[src/rtl/execute_stage.sv]
// EX pipeline stage: registered ADD/SUB/MOVE ALU with a two-beat SWAP,
// stall hold, flush and a valid/ready handshake toward ID/EX.
module execute_stage #(
    parameter int WIDTH = 16
) (
    input  logic             clk,
    input  logic             rst_n,
    input  logic             in_valid,
    output logic             in_ready,
    input  logic [2:0]       alu_ctrl,
    input  logic [WIDTH-1:0] op_a,
    input  logic [WIDTH-1:0] op_b,
    input  logic [3:0]       dest_a,
    input  logic [3:0]       dest_b,
    input  logic             reg_write,
    input  logic             stall,
    input  logic             flush,
    output logic             out_valid,
    output logic [WIDTH-1:0] out_result,
    output logic [3:0]       out_dest,
    output logic             out_reg_write,
    output logic             out_zero,
    output logic             out_carry,
    output logic             out_ovf
);

    typedef enum logic {
        IDLE  = 1'b0,
        SWAP2 = 1'b1
    } state_e;

    state_e           state_q, state_d;
    logic             out_valid_q, out_valid_d;
    logic [WIDTH-1:0] out_result_q, out_result_d;
    logic [3:0]       out_dest_q, out_dest_d;
    logic             out_reg_write_q, out_reg_write_d;
    logic             out_zero_q, out_zero_d;
    logic             out_carry_q, out_carry_d;
    logic             out_ovf_q, out_ovf_d;
    logic [WIDTH-1:0] swap_a_q, swap_a_d;
    logic [3:0]       swap_dest_q, swap_dest_d;
    logic             swap_we_q, swap_we_d;

    logic [WIDTH:0]   sum;
    logic [WIDTH:0]   diff;

    assign in_ready = (state_q == IDLE) && !stall;

    // The extra top bit of diff is the unsigned borrow.
    assign sum  = {1'b0, op_a} + {1'b0, op_b};
    assign diff = {1'b0, op_a} - {1'b0, op_b};

    always_comb begin
        // NOTE: every _d defaults to its _q first so no path can infer a latch.
        state_d         = state_q;
        out_valid_d     = out_valid_q;
        out_result_d    = out_result_q;
        out_dest_d      = out_dest_q;
        out_reg_write_d = out_reg_write_q;
        out_zero_d      = out_zero_q;
        out_carry_d     = out_carry_q;
        out_ovf_d       = out_ovf_q;
        swap_a_d        = swap_a_q;
        swap_dest_d     = swap_dest_q;
        swap_we_d       = swap_we_q;

        if (flush) begin
            state_d         = IDLE;
            out_valid_d     = 1'b0;
            out_reg_write_d = 1'b0;
        end else if (stall) begin
            // Hold everything, including a pending SWAP beat 2.
        end else if (state_q == SWAP2) begin
            state_d         = IDLE;
            out_valid_d     = 1'b1;
            out_result_d    = swap_a_q;
            out_dest_d      = swap_dest_q;
            out_reg_write_d = swap_we_q;
            out_carry_d     = 1'b0;
            out_ovf_d       = 1'b0;
            out_zero_d      = (swap_a_q == '0);
        end else if (in_valid) begin
            out_valid_d     = 1'b1;
            out_dest_d      = dest_a;
            out_reg_write_d = reg_write;
            out_carry_d     = 1'b0;
            out_ovf_d       = 1'b0;
            unique case (alu_ctrl)
                3'b001: begin
                    out_result_d = diff[WIDTH-1:0];
                    out_carry_d  = diff[WIDTH];
                    out_ovf_d    = (op_a[WIDTH-1] != op_b[WIDTH-1]) &&
                                   (diff[WIDTH-1] != op_a[WIDTH-1]);
                end
                3'b010: out_result_d = op_b;
                3'b011: begin
                    out_result_d = op_b;
                    state_d      = SWAP2;
                    swap_a_d     = op_a;
                    swap_dest_d  = dest_b;
                    swap_we_d    = reg_write;
                end
                default: begin
                    out_result_d = sum[WIDTH-1:0];
                    out_carry_d  = sum[WIDTH];
                    out_ovf_d    = (op_a[WIDTH-1] == op_b[WIDTH-1]) &&
                                   (sum[WIDTH-1] != op_a[WIDTH-1]);
                end
            endcase
            out_zero_d = (out_result_d == '0);
        end else begin
            out_valid_d     = 1'b0;
            out_reg_write_d = 1'b0;
        end
    end

    // NOTE: state registers use non-blocking assignments so all flops update together.
    always_ff @(posedge clk or negedge rst_n) begin
        if (!rst_n) begin
            state_q         <= IDLE;
            out_valid_q     <= 1'b0;
            out_result_q    <= '0;
            out_dest_q      <= '0;
            out_reg_write_q <= 1'b0;
            out_zero_q      <= 1'b0;
            out_carry_q     <= 1'b0;
            out_ovf_q       <= 1'b0;
            swap_a_q        <= '0;
            swap_dest_q     <= '0;
            swap_we_q       <= 1'b0;
        end else begin
            state_q         <= state_d;
            out_valid_q     <= out_valid_d;
            out_result_q    <= out_result_d;
            out_dest_q      <= out_dest_d;
            out_reg_write_q <= out_reg_write_d;
            out_zero_q      <= out_zero_d;
            out_carry_q     <= out_carry_d;
            out_ovf_q       <= out_ovf_d;
            swap_a_q        <= swap_a_d;
            swap_dest_q     <= swap_dest_d;
            swap_we_q       <= swap_we_d;
        end
    end

    assign out_valid     = out_valid_q;
    assign out_result    = out_result_q;
    assign out_dest      = out_dest_q;
    assign out_reg_write = out_reg_write_q;
    assign out_zero      = out_zero_q;
    assign out_carry     = out_carry_q;
    assign out_ovf       = out_ovf_q;

endmodule

[config.mk]
export PLATFORM = sky130hd
export DESIGN_NAME = execute_stage
export DESIGN_NICKNAME = d
export VERILOG_FILES = /design/src/rtl/execute_stage.sv
export SDC_FILE = /design/constraint.sdc
export NUM_CORES = 1
export LEC_CHECK = 0
export ABC_AREA = 1
export CORE_MARGIN = 10
export CORE_UTILIZATION = 55
export CTS_CLUSTER_DIAMETER = 100
export DETAILED_ROUTE_END_ITERATION = 10
export PLACE_DENSITY = 0.86
export SLEW_MARGIN = 20
export SYNTH_ARGS = -nofsm -noshare
export SYNTH_HDL_FRONTEND = slang
export SYNTH_SLANG_ARGS = --single-unit
[constraint.sdc]
create_clock -name clk -period 2 [get_ports clk]
set_input_delay 0.5 -clock clk [delete_from_list [all_inputs] [get_ports clk]]
set_output_delay 0.5 -clock clk [all_outputs]
set_load 0.01 [all_outputs]
==> results of run 1 <==
cell usage after synthesis:
cell and instances:
a22o_1 1, ha_1 33, a21oi_1 37, inv_1 83
mux2_2 15, o31ai_1 1, clkbuf_1 10, a41oi_1 1
clkinv_1 1, a31oi_1 6, xor2_1 1, nor2_1 74
inv_2 3, buf_4 1, o21ai_0 26, nand2_1 196
o21a_1 1, buf_2 6, a21oi_2 4, nor3_1 6
nand3_1 72, fa_1 2, nand2_2 4, o211ai_1 3
nand3_2 3, o21ai_1 3, nor3_2 1, dfrtp_1 47
or2_2 1, nand4_1 9, a21o_1 1, and2_1 1
nor2_2 7, nor4_1 3, o21bai_1 2, buf_6 7
logic make-up after synthesis:
family                   Yosys count
AND/OR/NAND/NOR                  377
AO/OA/AOI/OAI                     86
flip-flops                        47
multiplexers                      15
buffers and inverters            111
XOR/XNOR                           1
adder cells (fa/ha/maj)           35
through the flow:
stage | cells | utilization, % | hold slack (ns) | cell area, um2
4_1_cts | 981 | 89.91 | 0.1781 | 6948
3_5_place_dp | 947 | 78.76 | 0.4690 | 6086
3_3_place_gp | 947 | 78.76 | 0.4645 | 6086
2_1_floorplan | 672 | - | 0.2044 | 4428
repair_timing:
item	CTS
resized for setup	268
endpoints found under the setup margin	19
buffers inserted	26
hold buffers	0
pin swaps	105
per-layer routing:
layer | GRT overflow | GRT usage (%)
met2 | 385 | 104.0
met1 | 3 | 72.74
met3 | 1 | 64.60
met5 | 0 | 18.07
met4 | 183 | 96.89
==> impl_metrics.toml, run 1 <==
[synth]
syn_inst = 672
synth_top_family_by_area = "simple AND/OR/NAND/NOR gates"
synth-compound-area-share_pct = 11.00
synth_cell_type_count = 36
yosysWarnings = 0
syn_area_per_cell_um2 = 6.500
synth-seq-cells = 47
synth_area_leaders = "dfrtp_1 27%, nand2_1 17%, ha_1 9.5%"
synth_top_cell_by_area = "dfrtp_1"
synth_nets = 756
synth_top_area_share_pct = 26.93
syn_area_um2 = 4368
seq_area_frac_synth_pct = 26.93
synth-simple-area-share_pct = 36.64
synth-xor-area-share_pct = 0.2005
synthMuxAreaShare_pct = 3.867
synthAdderAreaFrac_pct = 10.37

[place]
numPortBuffers = 74
dp_slack_ns = -1.051
gp_congestion = 0.9589
dp_hpwl_um = 13310

[global_routing]
grt_max_degree = 31
grt-ovfl-total = 572
grt_use_total_pct = 81.53

[die]
die_h_um = 109.1
die_width_um = 109.1
top_level_ports = 75
rows = 32
start_util_pct = 56.53

[clock_network]
root_buffer = "clkbuf_8"
cts_sinks = 47
cts_buffers = 5
clockBufferDepth = 2
cts-htree-levels = 2

[outcome]
lastStage = "global routing (5_1_grt)"
status = "did not finish"
error_line = "[ERROR GRT-0232] Routing congestion too high. Check the congestion heatmap in the GUI."

[sta]
worst_endpoint = "out_zero$_DFFE_PN0P_/D"
worstEndpointType = "sequential cell input"
==> run 2, diff against run 1 <==
Settings changed: CORE_UTILIZATION 55 to 40, CTS_CLUSTER_DIAMETER 100 to default, PLACE_DENSITY 0.86 to default, PLACE_DENSITY_LB_ADDON from default to 0.15.
==> impl_metrics.toml, run 2 <==
[outcome]
status = "complete, but fails checks"
violations = "negative setup slack"

[global_routing]
grt_max_degree = 48
grt_use_total_pct = 20.71
grt_first_pass_wirelength_um = 26870
grt_pass1_vias = 5369
grt-ovfl-total = 0
antenna_found_initial = 0

[clock_network]
clockBufferDepth = 2
clock_latency_ns = 0.29
cts-htree-levels = 2
cts_buffers = 5
root_buffer = "clkbuf_8"
cts_sinks = 47
cts_tree = "done"
holdBufCountCts = 0
path_clk_slew_ns = 0.08

[synth]
synthAdderAreaFrac_pct = 10.37
synthTopCellsByCount = "196 x nand2_1, 83 x inv_1, 74 x nor2_1"
synth-seq-cells = 47
syn_area_um2 = 4368
synth_edf_count = 0
synth-xor-area-share_pct = 0.2005
synth_cell_type_count = 36
syn_inst = 672
seq_area_frac_synth_pct = 26.93
synth.most_common_cell = "nand2_1"
synth-compound-area-share_pct = 11.00
synth_top_area_share_pct = 26.93
synth_top_cell_by_area = "dfrtp_1"
synth_top_flop_cell = "dfrtp_1"
yosysWarnings = 0
synth_top_family_by_area = "simple AND/OR/NAND/NOR gates"
async_flop_share_pct = 100.0
synth_area_leaders = "dfrtp_1 27%, nand2_1 17%, ha_1 9.5%"
syn_area_per_cell_um2 = 6.500
synthMuxAreaShare_pct = 3.867
synth_nets = 756
synth-simple-area-share_pct = 36.64

[die]
die_h_um = 124.5
rows = 38
die_width_um = 124.5
start_util_pct = 40.65
fp.dieArea_um2 = 15500
top_level_ports = 75
coreArea_um2 = 10750

[sta]
fin_skew_ns = 0.006449
slew-limit-headroom_pct = 74.69
post-route-min-period_ns = 2.088
tightest_slew_ns = 0.3762
finalSetupViolCount = 3
fmax_mhz = 478.9
rsz0062_at_grt = "true"
hold_viol = 0
min_period_over_period_pct = 104.4
hold_ws_ns = 0.1673
setup_ws_ns = -0.08810
drv_slew = 0

[worst_setup_path]
cp-end-kind = "flop"
crit_slowest_cell = "fa_2"
worstPathRequired_ns = 2.23
worstReg2RegStart = "state_q"
worstSetupEndpoint = "out_zero"
cp_num_buf_inv = 1
r2r_end = "out_zero"
path_cells = "buf_12, ha_4, fa_2, or2_4, nand3_4, nand3_2, nor2_2, nand3_2, nor2_2, nand3_1, nor2_1, nand3_1, a21oi_1"
crit_type = "in -> reg"
reg2regPathDepth = 7
critical-path-max-stage-delay_ns = 0.40
critPathMaxFanout = 4
start_kind = "input port"
cp.arrival_ns = 2.31
crit_cells = 13
path_delay_family = "simple AND/OR/NAND/NOR gates"
r2r_slack_ns = 0.30
crit_start = "op_a[0]"

[flow_run]
maxCapViolCount = 0

[place]
numPortBuffers = 74
gp_congestion = 0.9152
dp_hpwl_um = 13260
placed_cells = 996

[cells_and_area]
areaGrowthSynthToFinish_pct = 77.57
nNetsFinal = 980
fin_cells = 1035
drive_gt1_share_pct = 52.74
mostFrequentLayoutCell = "buf_4"
final_cell_mix = "144 x buf_4, 126 x nand2_1, 47 x dfrtp_1"
antenna_cells = 0

[routing]
drc_errors = 0
vias = 5360
drt_pre_antenna_iters = 6
wire_per_inst_um = 17.23
routed_wl_um = 17840
drtIter0Drc = 351
vias_per_cell = 5.179
ant_nets = 0

[min_path]
hold_path_class = "in -> async"

[power_and_ir_drop]
powerDensity_nw_per_um2 = 521.8
p_leak_uw = 0.003797
irDropWorstVdd_uv = 468.2
==> run 2: cell counts after synthesis <==
No cell type changed its count.
==> run 2: cells by family after synthesis <==
group | Yosys count
flops | 47
buf+inv | 111
compound gates | 86
simple gates | 377
mux | 15
fa+ha+maj | 35
xor+xnor | 1
==> run 2: worst min path at each step <==
stage                        startpoint             to  slack (ns)
after floorplan                   rst_n      out_carry        0.20
after global placement    out_result[4]  out_result[4]        0.47
after global routing              rst_n    swap_a_q[2]        0.17
after detailed placement  out_result[7]  out_result[7]        0.47
after CTS                         rst_n    swap_a_q[2]        0.18
final                             rst_n    swap_a_q[2]        0.17
==> run 2: per-stage QoR <==
step                      total power (uW)  utilization [%]  TNS [ns]  setup WS (ns)  cell area (um2)
after floorplan                       2048                -  -0.07991       -0.07991             4428
after global routing                  4312            72.18   -0.9595        -0.2537             7756
after detailed placement              2933            57.96    -19.07         -1.069             6228
after CTS                             3747            66.23   -0.3796        -0.1349             7117
after global placement                2909            57.96    -17.57         -1.100             6228
final                                 4047            72.18   -0.1408       -0.08810             7756
==> run 2: cell type report <==
cell class,count,area [um2]
repair buffers,241,2066
well taps,140,175.2
fillers,887,2989
inverters,87,364.1
clock buffers,6,72.57
flip-flops and latches,47,1176
multi-input cells,514,3902
==> run 2: power breakdown <==
part           total [uW]  leakage [uW]  switching, uW  internal (uW)
logic                2280       0.00318           1160           1120
registers            1250      0.000585            117           1130
clock network         516     0.0000371            283            233
total                4050       0.00380           1560           2490
==> run 2: timing repair <==
item | 4_1_cts | 5_1_grt
gates resized for setup | 268 | 212
setup buffers | 21 | 14
pin swaps | 81 | 115
setup endpoints to repair | 19 | 24
==> run 2: per-layer routing <==
metal  wire [um]  track usage (%)
met1        7719            26.12
met2        8750            35.76
met3         780            2.170
met4         584            6.991
met5           0                0
Note: power is estimated with default switching activity, not from simulation.
